[src/rtl/fetch_queue.sv]
// fetch_queue: instruction fetch queue feeding the frontend select stage.
//
// Owns the fetch PC (cpc) that addresses a combinational instruction memory
// and buffers already-fetched {pc, instr} pairs in a small circular FIFO.
// The FIFO head is exposed as bpc/bf. Each cycle the selector's 2-bit result
// code decides whether to pop the head, push the current fetch and advance
// cpc. A taken branch (redirect) flushes the queue and refetches from
// redirect_pc.
//
// Optional feature macro: FETCH_PREFETCH_EN
//   defined   : while stall is high the queue keeps prefetching until full.
//   undefined : stall freezes all state.
//
// Parameters:
//   DEPTH    - FIFO entries, power of two, >= 2
//   RESET_PC - fetch PC after reset
//
// Ports:
//   clk         - clock, all state updates on posedge
//   reset       - asynchronous active-high reset
//   stall       - backend stall, selector decision not accepted
//   result      - selector outcome (INSERT_NOP / POP_DATA / POP_BUF)
//   redirect    - branch/jump resolved taken, flush and refetch
//   redirect_pc - redirect target (low two bits dropped)
//   imem_data   - instruction at cpc, valid in the same cycle
//   cpc         - current fetch PC / imem address
//   bpc, bf     - head entry PC and instruction (cpc / NOP when empty)
//   count       - number of valid entries
//   empty, full - occupancy flags
module fetch_queue #(
  parameter int          DEPTH    = 4,
  parameter logic [31:0] RESET_PC = 32'h0000_3000
) (
  input  logic                       clk,
  input  logic                       reset,
  input  logic                       stall,
  input  logic [1:0]                 result,
  input  logic                       redirect,
  input  logic [31:0]                redirect_pc,
  input  logic [31:0]                imem_data,
  output logic [31:0]                cpc,
  output logic [31:0]                bpc,
  output logic [31:0]                bf,
  output logic [$clog2(DEPTH):0]     count,
  output logic                       empty,
  output logic                       full
);

  // Selector result encodings shared with the select stage.
  localparam logic [1:0] INSERT_NOP = 2'b01;
  localparam logic [1:0] POP_DATA   = 2'b10;
  localparam logic [1:0] POP_BUF    = 2'b11;

  localparam int PTR_W = $clog2(DEPTH);
  localparam int CNT_W = PTR_W + 1;

  logic [31:0]      pc_mem    [DEPTH];
  logic [31:0]      instr_mem [DEPTH];
  logic [PTR_W-1:0] head;
  logic [PTR_W-1:0] tail;
  logic [CNT_W-1:0] cnt;
  logic [31:0]      fetch_pc;

  logic do_push;
  logic do_pop;
  logic do_adv;

  // Word alignment discards the low target bits.
  logic unused_rpc_bits;
  assign unused_rpc_bits = ^redirect_pc[1:0];

  assign cpc   = fetch_pc;
  assign count = cnt;
  assign empty = (cnt == '0);
  assign full  = (cnt == CNT_W'(DEPTH));

  // An empty queue presents a NOP so the selector never sees a stale branch.
  assign bf  = empty ? 32'h0000_0000 : instr_mem[head];
  assign bpc = empty ? fetch_pc      : pc_mem[head];

  // Decode this cycle's queue actions; redirect and stall take priority over
  // the selector result. A push is suppressed when full unless paired with a
  // pop, and cpc only advances when the fetched word is consumed or stored.
  always_comb begin
    do_push = 1'b0;
    do_pop  = 1'b0;
    do_adv  = 1'b0;
    if (!redirect) begin
      if (stall) begin
`ifdef FETCH_PREFETCH_EN
        if (!full) begin
          do_push = 1'b1;
          do_adv  = 1'b1;
        end
`endif
      end else begin
        case (result)
          POP_BUF: begin
            do_pop  = !empty;
            do_push = !full || !empty;
            do_adv  = !full || !empty;
          end
          POP_DATA: begin
            do_adv = 1'b1;
          end
          INSERT_NOP: begin
            do_pop = !empty;
          end
          default: ;
        endcase
      end
    end
  end

  // Control state: fetch PC, pointers and occupancy.
  always_ff @(posedge clk or posedge reset) begin
    if (reset) begin
      fetch_pc <= RESET_PC;
      head     <= '0;
      tail     <= '0;
      cnt      <= '0;
    end else if (redirect) begin
      fetch_pc <= {redirect_pc[31:2], 2'b00};
      head     <= '0;
      tail     <= '0;
      cnt      <= '0;
    end else begin
      if (do_adv)  fetch_pc <= fetch_pc + 32'd4;
      if (do_pop)  head     <= head + 1'b1;
      if (do_push) tail     <= tail + 1'b1;
      cnt <= cnt + {{(CNT_W-1){1'b0}}, do_push} - {{(CNT_W-1){1'b0}}, do_pop};
    end
  end

  // Entry storage needs no reset; occupancy decides what is valid.
  always_ff @(posedge clk) begin
    if (do_push) begin
      pc_mem[tail]    <= fetch_pc;
      instr_mem[tail] <= imem_data;
    end
  end

endmodule
[config.mk]
export PLATFORM = sky130hd
export DESIGN_NAME = fetch_queue
export DESIGN_NICKNAME = d
export VERILOG_FILES = /design/src/rtl/fetch_queue.sv
export SDC_FILE = /design/constraint.sdc
export NUM_CORES = 1
export LEC_CHECK = 0
export CELL_PAD_IN_SITES_DETAIL_PLACEMENT = 0
export CELL_PAD_IN_SITES_GLOBAL_PLACEMENT = 1
export CORE_ASPECT_RATIO = 1.2
export CORE_UTILIZATION = 42
export CTS_CLUSTER_SIZE = 8
export DETAILED_ROUTE_END_ITERATION = 7
export MAX_ROUTING_LAYER = met4
export PLACE_DENSITY_LB_ADDON = 0.1
export SLEW_MARGIN = 20
export SYNTH_ARGS = -nofsm -noshare
export SYNTH_HDL_FRONTEND = slang
export SYNTH_SLANG_ARGS = --single-unit
export TNS_END_PERCENT = 30
[constraint.sdc]
create_clock -name clk -period 2.7 [get_ports clk]
set_input_delay 0.54 -clock clk [delete_from_list [all_inputs] [get_ports clk]]
set_output_delay 0.54 -clock clk [all_outputs]
set_load 0.03 [all_outputs]
=== Word-level counts from Yosys, hierarchy flattened ===
Memories as Yosys holds them, arrays and structs flattened.
Index checks and enable logic that the tools add are counted.

* Register bits after elaboration: 39
* RAM bits: 256
* Input bits: 70
* Memories: 2

* $add $sub $neg: 5
* Equal/unequal tests: 4
* Muxes and demuxes: 20
* Reduce and logical (&&, ||, !) cells: 8

{| class="wikitable"
|+ Memories
! memory !! words !! width !! rd ports !! clocked after Yosys merged registers in !! wr ports !! RTL line !! source
|-
| instr_mem || 4 || 32 || 1 || 0 || 1 || 58 || <nowiki>logic [31:0] instr_mem [DEPTH];</nowiki>
|-
| pc_mem || 4 || 32 || 1 || 0 || 1 || 57 || <nowiki>logic [31:0] pc_mem [DEPTH];</nowiki>
|}

{| class="wikitable"
|+ Operator list
! cell !! number
|-
| two-way mux 32 bit || 4
|-
| adder 32 x 3 -> 32 bit (second input constant) || 1
|-
| two-way mux 1 bit || 10
|-
| two-way mux 2 bit || 4
|-
| nonzero test 2 bit || 3
|-
| adder 2 x 1 -> 2 bit (second input constant) || 2
|-
| == test 2 bit (second input constant) || 2
|-
| adder 3 x 1 -> 3 bit || 1
|-
| == test 3 bit (second input constant) || 1
|-
| zero test 3 bit || 1
|-
| two-way mux 3 bit || 1
|-
| subtractor 3 x 1 -> 3 bit || 1
|-
| == test 2 x 1 -> 1 bit (second input constant) || 1
|-
| zero test 1 bit || 2
|-
| case mux 1 bit (2 select lines) || 1
|-
| OR reduction 2 bit || 1
|-
| logical OR 1 bit || 1
|}

=== Depth between registers and ports, before layout ===
* Word-level depth: 9
* Mapped depth: 12
* Mapped depth without buffers: 11

=== Least setup slack after synthesis ===
No wires, ideal clock.

* Path type: in2reg
* Start: input port result[1]
* End: memory instr_mem[0][0], enable pin
* Library setup time: 0.427 ns
* Data arrival time: 2.828 ns
* Setup slack: -0.555 ns
* Cell stages on the path: 5
* Path through: nor2b_1 buf_1 nand2_1 nor2_1 and2_1

* Longest elaborated chain between the ends: 6

{| class="wikitable"
|+ Ends and longest elaborated chain
! item !! RTL line !! source
|-
| start, declared || 37 || <nowiki>input logic [1:0] result,</nowiki>
|-
| == test 2 bit || 97 || <nowiki>case (result)</nowiki>
|-
| two-way mux 1 bit || 97 ||
|-
| two-way mux 1 bit || 89 || <nowiki>if (stall) begin</nowiki>
|-
| two-way mux 1 bit || 88 || <nowiki>if (!redirect) begin</nowiki>
|-
| two-way mux 1 bit || 137 || <nowiki>if (do_push) begin</nowiki>
|-
| two-way mux 1 bit (implied by the code) || 139 || <nowiki>instr_mem[tail] <= imem_data;</nowiki>
|-
| end, declared || 58 ||
|}

Every way passes these cells.

=== Worst setup path in the final report ===
* Start: register head[0]
* End: output port bpc[2]

* Longest elaborated chain between the ends: 2

{| class="wikitable"
|+ Ends and longest elaborated chain
! item !! RTL line !! source
|-
| start, declared || 59 || <nowiki>logic [PTR_W-1:0] head;</nowiki>
|-
| start signal, assigned || 129 || <nowiki>if (do_pop) head <= head + 1'b1;</nowiki>
|-
| memory (4 x 32 bit) || n/a ||
|-
| two-way mux 32 bit || 79 || <nowiki>assign bpc = empty ? fetch_pc : pc_mem[head];</nowiki>
|-
| end, declared || 42 || <nowiki>output logic [31:0] bpc,</nowiki>
|}

Every way passes these cells.

==> impl_metrics.tcl <==
set metrics [dict create \
    worstSetupStartpointType "register" \
    synth.area.top_cells "edfxtp_1 (63%), mux4_2 (12%), dfrtp_1 (7.4%)" \
    drtIter0Drc 369 \
    coreArea_um2 27300 \
    htreeDepth 2 \
    period_share 1.03 \
    synth.yosys.seq_area_share 0.711 \
    syn_area_per_cell_um2 18.0 \
    hold_buffers 0 \
    tritoncts "done" \
    cp.required_ps 2160 \
    setup_ws_ps -87.2 \
    synth_warnings 0 \
    portBuffers 164 \
    clock_latency_ps 510 \
    finalSetupViolCount 28 \
    end_kind "output pin" \
    die_x_um 155 \
    rsz0062_at_grt "true" \
    wl_per_cell_um 21.4 \
    violations "setup timing" \
    yosysUniqueCellTypes 43 \
    grt_pass1_vias 7286 \
    gp_congestion 0.795 \
    synthToLayoutAreaGrowth_pct 33.0 \
    arrival_ps 2250 \
    path_buf_inv 3 \
    num_io_pins 171 \
    grt_max_degree 43 \
    synth_mux_area_frac 0.148 \
    fin_skew_ps 15.3 \
    ir_worst_vdd_uv 512 \
    fp-row-count 66 \
    drc_errors 0 \
    grt_pass1_wl_mm 42.2 \
    fmax_mhz 359 \
    first_pass_iters 4 \
    slew_violations 0 \
    globalRouteTotalUtil 0.204 \
    min_path_type "primary input to async pin" \
    p_per_area_nw_per_um2 719 \
    synth_xor_area_frac 0.0112 \
    cts.sinks 285 \
    die_h_um 185 \
    ant_nets 0 \
    synth_top_area_frac 0.633 \
    start_util 0.431 \
    hold_viol 0 \
    cpPeakStageDelay_ps 510 \
    fin_hold_ws_ps 336 \
    antenna_cells 0 \
    ys_seq_elements 285 \
    startpoint "head[0]$_DFFE_PP0P_" \
    yosys.area_share.simple 0.0764 \
    cpMostUsedCell "buf_12" \
    synthAdderAreaFrac 0.00914 \
    netlist_area_um2 11800 \
    path_delay_family "multiplexers" \
    synthArstFlopShare 0.130 \
    cts_buffers 41 \
    clockBufferDepth 3 \
    dieArea_um2 28700 \
    synth_area_leader_cell "edfxtp_1" \
    reg2reg_from "count[0]$_DFF_PP0_" \
    critPathKind "register to output pin" \
    fin_nets 956 \
    antenna_found_initial 0 \
    dp_slack_ps -120 \
    synthCells 655 \
    status "finished with violations" \
    tightest_slew_ps 594 \
    grt-ovfl-total 0 \
    via_per_inst 5.39 \
    cp_max_fo 5 \
    synth_compound_area_frac 0.0241 \
    synth_top_family_by_area "multiplexers" \
    drv_cap 0 \
    max_slew_margin 0.602 \
    leakage_nw 5.34 \
    dpl.hpwl_mm 17.0 \
    synth_edf_count 248 \
    ys.flop_type "edfxtp_1" \
    finalCriticalPeriod_ps 2790 \
    cts_root_buf "clkbuf_16" \
    slowest_stage "mux4_2" \
    via_count 6864 \
    path_clk_slew_ps 50 \
    finalWirelength_mm 27.3 \
    cp_cell_sequence "buf_12, buf_12, mux4_2, mux2_4, buf_6" \
    drive_gt1_frac 0.299 \
]
## path summary, 6_finish.rpt
check / to / slack, ps / cells past startpoint
worst max register to register: count[2]$_DFF_PP0_ / 230 / 11
min in group clk: cpc[13]$_DFFE_PP1N_ / 570 / 3
max in group asynchronous: cpc[22]$_DFFE_PP0N_ / 1790 / 3
worst min register to register: tail[1]$_DFFE_PP0P_ / 590 / 2
worst min-delay path: cpc[10]$_DFFE_PP0N_ / 340 / 2
worst max-delay path: bpc[2] / -90 / 5
## stage by stage
stage / instances / total power, mW / TNS (ps) / area [um^2] / util
floorplan: 658 / 5.97 / -34360 / 11800 / -
global placement: 1200 / 6.70 / -167 / 14200 / 0.521
detailed placement: 1200 / 6.71 / -183 / 14200 / 0.521
CTS: 1273 / 11.3 / -4100 / 15500 / 0.568
global route: 1274 / 11.7 / -4400 / 15700 / 0.573
finish: 1274 / 11.2 / -1240 / 15700 / 0.573
## report_power, final
part,switching (mW),internal (mW)
Sequential,0.137,4.90
Clock,1.73,2.78
Combinational,0.902,0.790
## per-layer routing
layer	up-vias	track usage	wire length, um
li1	3045	-	-
met1	3563	0.252	11100
met2	209	0.342	14000
met3	47	0.0363	1510
met4	0	0.0634	590
met5	-	-	0
## cell usage in the layout (no fill, tap or decap), types with 7 or more instances in the layout
cell type        netlist  final
a31oi_1               12     12
buf_12                 0     18
buf_4                  4     49
buf_6                  1     34
clkbuf_1              25     21
clkbuf_16              0     41
clkdlybuf4s50_1        0    101
dfrtp_1               35     33
edfxtp_1             248    248
ha_1                   7      7
inv_1                 10      9
mux2_2                30     18
mux2_4                 0     12
mux4_2                62     62
nand2_1               31     31
nand3_1               16     16
nand4_1               10     10
nor2_1                22     22
nor2b_1               35     30
o21ai_0               12     12
o31ai_1               12     12
or4_1                 16     16
xnor2_1                9      9
## flip-flops by register name, summed over array words and instances (netlist names)
signal	count
count	3
cpc	30
head	2
instr_mem	128
pc_mem	120
tail	2
## Yosys cell counts, types with 2 or more instances
library cell    n
xor2_1          6
nand2_1        31
nand4_1        10
o211ai_1        5
clkbuf_1       25
edfxtp_1      248
or4_1          16
buf_4           4
o21ai_0        12
inv_1          10
ha_1            7
mux2_2         30
mux4_2         62
dfstp_2         2
buf_2          10
a31oi_1        12
xnor2_1         9
and4_1          5
and3_1          4
nor3_1          2
dfrtp_1        35
and2_1          6
nor4_1          2
or3_1           2
o31ai_1        12
nor2b_1        35
nor2_1         22
nand3_1        16
## kinds of logic after synthesis
logic type / count (synthesis)
adder cells (fa/ha/maj): 8
XOR/XNOR: 15
AND/OR/NAND/NOR: 158
buffers and inverters: 51
multiplexers: 93
other: 1
flip-flops: 285
AO/OA/AOI/OAI: 44
## layout make-up
class                      count  area, um^2
timing repair buffer         218        2350
fill                        2114       11700
clock inverter                 3        22.5
multi-input combinational    322        3290
sequential                   285        8380
tap                          374         468
clock buffer                  62        1100
inverter                      10        37.5
## worst reg2reg max path, delay by kind of cell (launching register included)
kind          cells  cell delay [ps]
simple gates      4              710
xor+xnor          1              160
buf+inv           3              290
flops             1              460
fa+ha+maj         3              740
## repair_timing
item / CTS / global route
resized for setup: 318 / 54
setup endpoints to repair: 63 / 63
buffers inserted: 4 / 2
gates cloned: 4 / 0
Note: power is estimated with default switching activity, not from simulation.
